`config.mk`:
```
export PLATFORM = sky130hd
export DESIGN_NAME = sum_display
export DESIGN_NICKNAME = d
export VERILOG_FILES = /design/src/rtl/display_pkg.sv /design/src/rtl/bcd_to_7seg.sv /design/src/rtl/sum_display.sv
export SDC_FILE = /design/constraint.sdc
export NUM_CORES = 1
export LEC_CHECK = 0
export CAP_MARGIN = 20
export CORE_UTILIZATION = 35
export DETAILED_ROUTE_END_ITERATION = 8
export GPL_TIMING_DRIVEN = 0
export SYNTH_ARGS = -nofsm -noshare
export SYNTH_HDL_FRONTEND = slang
export SYNTH_SLANG_ARGS = --single-unit
```
`constraint.sdc`:
```
create_clock -name clk -period 4.6 [get_ports clk]
set_input_delay 0.92 -clock clk [delete_from_list [all_inputs] [get_ports clk]]
set_output_delay 0.92 -clock clk [all_outputs]
set_load 0.02 [all_outputs]
```
`src/rtl/display_pkg.sv`:
```
// ============================================================================
//  Module      : display_pkg
//  Description : Shared types and constants for the sum_display output stage.
//  Revision    : 1.0  initial release
// ============================================================================
`default_nettype none

package display_pkg;

    typedef enum logic [1:0] {
        IDLE  = 2'd0,
        SHIFT = 2'd1,
        DONE  = 2'd2
    } conv_state_e;

    localparam int         SHIFT_CYCLES = 12;
    localparam logic [6:0] SEG_OFF      = 7'b1111111;

    // Active-low {g,f,e,d,c,b,a} patterns for digits 0..9
    localparam logic [0:9][6:0] SEG_TABLE = {
        7'b1000000, 7'b1111001, 7'b0100100, 7'b0110000, 7'b0011001,
        7'b0010010, 7'b0000010, 7'b1111000, 7'b0000000, 7'b0010000
    };

    // Double-dabble correction applied to the scratch before each shift
    function automatic logic [15:0] dabble_adjust(input logic [15:0] s);
        logic [15:0] r;
        r = s;
        for (int i = 0; i < 4; i++) begin
            if (s[4*i +: 4] >= 4'd5) begin
                r[4*i +: 4] = s[4*i +: 4] + 4'd3;
            end
        end
        return r;
    endfunction

endpackage

`default_nettype wire

```
`src/rtl/bcd_to_7seg.sv`:
```
// ============================================================================
//  Module      : bcd_to_7seg
//  Description : Combinational BCD nibble to active-low 7-segment decoder.
//  Revision    : 1.0  initial release
// ============================================================================
`default_nettype none

module bcd_to_7seg
    import display_pkg::*;
(
    input  logic [3:0] digit_i,
    output logic [6:0] seg_o
);

    always_comb begin
        seg_o = SEG_OFF;
        if (digit_i <= 4'd9) begin
            seg_o = SEG_TABLE[digit_i];
        end
    end

endmodule

`default_nettype wire

```
`src/rtl/sum_display.sv`:
```
// ============================================================================
//  Module      : sum_display
//  Description : Continuous 12-bit binary to BCD conversion driving a
//                multiplexed 4-digit common-anode 7-segment display.
//  Revision    : 1.0  initial release
// ============================================================================
`default_nettype none

module sum_display
    import display_pkg::*;
#(
    parameter int REFRESH_DIV = 27000,
    parameter bit BLANK_LZ    = 1'b1
) (
    input  logic        clk,
    input  logic        n_reset,
    input  logic [11:0] sum,
    output logic [15:0] bcd,
    output logic        bcd_valid,
    output logic [6:0]  seg,
    output logic [3:0]  an
);

    localparam int                 c_CNT_W   = (REFRESH_DIV > 2) ? $clog2(REFRESH_DIV) : 1;
    localparam logic [c_CNT_W-1:0] c_CNT_MAX = c_CNT_W'(REFRESH_DIV - 1);
    localparam logic [3:0]         c_SHIFT_LAST = 4'(SHIFT_CYCLES - 1);

    conv_state_e state_q;
    logic [11:0] bin_q;
    logic [15:0] scratch_q;
    logic [3:0]  shift_cnt_q;
    logic [15:0] bcd_q;
    logic        bcd_valid_q;
    logic [27:0] shift_d;

    logic [c_CNT_W-1:0] refresh_q;
    logic [1:0]         idx_q;
    logic [3:0]         digit_d;
    logic               blank_d;
    logic [6:0]         seg_dec;
    logic [6:0]         seg_q;
    logic [3:0]         an_q;

    assign shift_d = {dabble_adjust(scratch_q), bin_q} << 1;

    // Conversion FSM; bcd only ever loads a finished scratch in DONE
    always_ff @(posedge clk) begin
        if (!n_reset) begin
            state_q     <= IDLE;
            bin_q       <= '0;
            scratch_q   <= '0;
            shift_cnt_q <= '0;
            bcd_q       <= '0;
            bcd_valid_q <= 1'b0;
        end else begin
            case (state_q)
                IDLE: begin
                    bin_q       <= sum;
                    scratch_q   <= '0;
                    shift_cnt_q <= '0;
                    state_q     <= SHIFT;
                end
                SHIFT: begin
                    scratch_q   <= shift_d[27:12];
                    bin_q       <= shift_d[11:0];
                    shift_cnt_q <= shift_cnt_q + 4'd1;
                    if (shift_cnt_q == c_SHIFT_LAST) begin
                        state_q <= DONE;
                    end
                end
                DONE: begin
                    bcd_q       <= scratch_q;
                    bcd_valid_q <= 1'b1;
                    state_q     <= IDLE;
                end
                default: state_q <= IDLE;
            endcase
        end
    end

    always_ff @(posedge clk) begin
        if (!n_reset) begin
            refresh_q <= '0;
            idx_q     <= '0;
        end else if (refresh_q == c_CNT_MAX) begin
            refresh_q <= '0;
            idx_q     <= idx_q + 2'd1;
        end else begin
            refresh_q <= refresh_q + 1'b1;
        end
    end

    assign digit_d = bcd_q[{idx_q, 2'b00} +: 4];

    // A digit is blank when it and every more significant digit are zero
    always_comb begin
        blank_d = 1'b0;
        if (BLANK_LZ) begin
            case (idx_q)
                2'd1:    blank_d = (bcd_q[15:4]  == 12'd0);
                2'd2:    blank_d = (bcd_q[15:8]  == 8'd0);
                2'd3:    blank_d = (bcd_q[15:12] == 4'd0);
                default: blank_d = 1'b0;
            endcase
        end
    end

    bcd_to_7seg u_dec (
        .digit_i (digit_d),
        .seg_o   (seg_dec)
    );

    always_ff @(posedge clk) begin
        if (!n_reset || !bcd_valid_q) begin
            an_q  <= 4'b1111;
            seg_q <= SEG_OFF;
        end else begin
            an_q  <= ~(4'b0001 << idx_q);
            seg_q <= blank_d ? SEG_OFF : seg_dec;
        end
    end

    assign bcd       = bcd_q;
    assign bcd_valid = bcd_valid_q;
    assign seg       = seg_q;
    assign an        = an_q;

endmodule

`default_nettype wire

```
==> impl_metrics.env, run 1 <==
export IMPL_vdd_drop_max_v=0.000149
export IMPL_slew_headroom_pct=64.0
export IMPL_critPathRequiredTime_ns=3.68
export IMPL_tns_ns=0
export IMPL_fp_coreArea_um2=10300
export IMPL_drt_iter0_drc=93
export IMPL_holdWs_ns=0.492
export IMPL_hold_viol_final=0
export IMPL_crit_buf_inv=1
export IMPL_synth_cells=421
export IMPL_yosysUniqueCellTypes=39
export IMPL_crit_path_start="bcd[12]"
export IMPL_endpoint="bcd[12]"
export IMPL_die_x_um=105
export IMPL_timing_rr_start="idx_q[0]"
export IMPL_max_stage_delay_ns=0.66
export IMPL_final_antenna_net_count=0
export IMPL_cp_arrival_ns=1.42
export IMPL_skew_ns=0.0111
export IMPL_synth_edf_count=0
export IMPL_tritoncts="built"
export IMPL_cts_setup_buffers=0
export IMPL_grtUsageTotal_pct=15.3
export IMPL_antenna_found_initial=0
export IMPL_clk_pin_slew_worst_paths_ns=0.09
export IMPL_ios=42
export IMPL_async_flop_share_pct=0
export IMPL_drive_above_1_share_pct=5.44
export IMPL_cp_start_kind="register"
export IMPL_syn_area_per_cell_um2=8.86
export IMPL_hold_depth=1
export IMPL_yosysTopAreaCell="dfxtp_1"
export IMPL_min_path_type="register to register"
export IMPL_yosys_area_top_type_share_pct=42.4
export IMPL_placed_cell_area_um2=4310
export IMPL_firstDrtPassIters=5
export IMPL_cp_end_kind="output port"
export IMPL_synth_flop_cell="dfxtp_1"
export IMPL_rows=37
export IMPL_timing_final_crit_share_pct=50.9
export IMPL_critPathMaxFanout=4
export IMPL_grt_max_degree=15
export IMPL_cellPowerDensity_nw_per_um2=282
export IMPL_final_cell_area_um2=4510
export IMPL_ctsResizeCount=0
export IMPL_total_power_mw=1.27
export IMPL_yosysSeqAreaShare_pct=42.4
export IMPL_setup_viol=0
export IMPL_rrSetupSlack_ns=2.40
export IMPL_clk_latency_ns=0.35
export IMPL_ys_ff_latch=79
export IMPL_drv_cap=0
export IMPL_postCtsHoldBufs=0
export IMPL_status="complete, no violations"
export IMPL_critPathTopFamily="buffers and inverters"
export IMPL_synth_nets=454
export IMPL_power_leakage_nw=1.62
export IMPL_rsz0062_at_grt="no"
export IMPL_worstSetupPathType="register to output port"
export IMPL_die_area_um2=11100
export IMPL_place_port_buffers=41
export IMPL_route_vias_total=2925
export IMPL_diodes=0
export IMPL_finalWirelength_mm=7.89
export IMPL_ys_warn_count=0
export IMPL_synth_area_um2=3730
export IMPL_dp_hpwl_mm=5.79
export IMPL_die_y_um=105
export IMPL_cts_num_sinks=79
export IMPL_worst_pin_slew_ns=0.540
export IMPL_worst_r2r_path_depth=9
export IMPL_cp_depth=1
export IMPL_path_cells="clkdlybuf4s50_1"
export IMPL_nets=506
export IMPL_syn_to_final_growth_pct=20.9
export IMPL_cts_made_buffers=9
export IMPL_grt_pass1_vias=2855
export IMPL_grt_ovfl_total=0
export IMPL_drv_slew=0
export IMPL_ys_top_cells_by_area="dfxtp_1 (42%), nand2_1 (7.3%), ha_1 (6.4%), mux2i_1 (3.8%), a21boi_0 (3.6%)"
export IMPL_initial_core_util_pct=36.1
export IMPL_clock_path_buffers=2
export IMPL_drc=0
export IMPL_rr_endpoint="seg[4]"
export IMPL_fin_crit_ns=2.34
export IMPL_max_freq_mhz=427
export IMPL_cts_root_buf="clkbuf_8"
export IMPL_fillers=1028
export IMPL_grt_pass1_wl_mm=13.5
export IMPL_via_per_inst=4.76
export IMPL_critPathSlowestCell="clkdlybuf4s50_1"
export IMPL_gp_congestion=0.740
export IMPL_h_tree_depth=3
export IMPL_wl_per_cell_um=12.9
==> final cells by class <==
| cell class | instances | area (µm²) | area share, % |
|---|---|---|---|
| buffer | 22 | 92.6 | 2.05 |
| timing repair buffer | 41 | 410 | 9.10 |
| multi-input combinational | 308 | 2010 | 44.6 |
| clock inverter | 6 | 70.1 | 1.55 |
| clock buffer | 10 | 128 | 2.83 |
| inverter | 12 | 45.0 | 0.999 |
| sequential | 79 | 1580 | 35.1 |
| tap | 136 | 170 | 3.77 |
==> metal layers <==
metal  track usage, %  part of all wire (%)
met1             19.3                    49
met2             26.2                    47
met3             2.41                   3.3
met4             5.73                   1.4
met5                0                     0
==> cells in the mapped netlist (2+ instances only) <==
library cell,count
nor2b_1,20
nor2_1,24
mux4_2,2
o21a_1,3
o21ai_0,25
a21oi_1,9
xnor2_1,9
a21boi_0,18
or4_1,2
mux2i_1,14
mux4_1,2
buf_2,2
and4_1,2
dfxtp_1,79
nor3_1,5
nand2_1,73
nand2b_1,8
and3_1,3
o21ai_1,6
xor2_1,12
ha_1,19
mux2_2,3
nand3_1,6
clkbuf_1,19
nor3b_1,2
nand4_1,3
inv_1,12
a22oi_1,11
and2_1,18
==> cells in the final DEF (no fill, tap or decap), types with 3 or more instances in the layout <==
cell type	instances
and3_1	3
mux2i_1	14
xor2_1	12
nor3_1	5
a22oi_1	11
dfxtp_1	79
nand4_1	3
nor2b_1	20
clkinvlp_4	3
clkdlybuf4s50_1	41
a21boi_0	18
clkbuf_8	9
clkbuf_1	20
o21ai_0	25
nor2_1	24
xnor2_1	9
o21ai_1	6
a21oi_1	9
nand2_1	73
and2_1	18
mux2_2	3
nand2b_1	8
nand3_1	6
o21a_1	3
ha_1	19
inv_1	12
==> logic make-up after synthesis <==
| group | count (synthesis) | synth area share, % |
|---|---|---|
| compound gates | 76 | 13.0 |
| xor+xnor | 21 | 4.93 |
| fa+ha+maj | 19 | 6.37 |
| buf+inv | 34 | 3.69 |
| flops | 79 | 42.4 |
| mux | 21 | 7.28 |
| simple gates | 171 | 22.4 |
==> how the worst min path moves through the flow <==
stage / startpoint / to
3_5_place_dp: refresh_q[0] / refresh_q[0]
3_3_place_gp: refresh_q[0] / refresh_q[0]
5_1_grt: refresh_q[0] / refresh_q[0]
2_1_floorplan: refresh_q[0] / refresh_q[0]
6_report: refresh_q[0] / refresh_q[0]
4_1_cts: refresh_q[0] / refresh_q[0]
==> state kept, by name, indices dropped and copies added (netlist names) <==
name and count:
refresh_q 15, bin_q 12, shift_cnt_q 4, bcd 16
state_q 2, an 4, scratch_q 16, seg 7
bcd_valid 1, idx_q 2
==> per-stage QoR <==
stage / utilization (%) / worst slack (ns) / std cells
finish: 43.7 / 2.26 / 614
CTS: 43.7 / 2.23 / 614
floorplan: - / 2.61 / 421
detailed placement: 41.8 / 1.99 / 598
global route: 43.7 / 2.21 / 614
global placement: 41.8 / 2.02 / 598
==> where the power goes <==
part           total [mW]  internal (mW)  switching (mW)
combinational      0.0546         0.0289          0.0257
sequential          0.700          0.693         0.00665
clock               0.518          0.254           0.264
(Power assumes the default switching activity.)
==> inputs of run 2 (changes only) <==
clock period = 2.44 ns   (was 4.6 ns; I/O delays follow)
==> results of run 2 <==
Same layout as run 1 (identical final DEF). Status: complete, no violations.
Main changes from that run: setup slack after placement 1.99 ns -> 0.247 ns; setup slack after layout 2.26 ns -> 0.237 ns; start point of the critical path bcd[12] -> idx_q[0]; end point of the critical path bcd[12] -> seg[4]; register-to-register setup slack 2.40 ns -> 0.24 ns; total power 1.27 mW -> 2.40 mW; worst IR drop on VDD 0.000149 V -> 0.000280 V
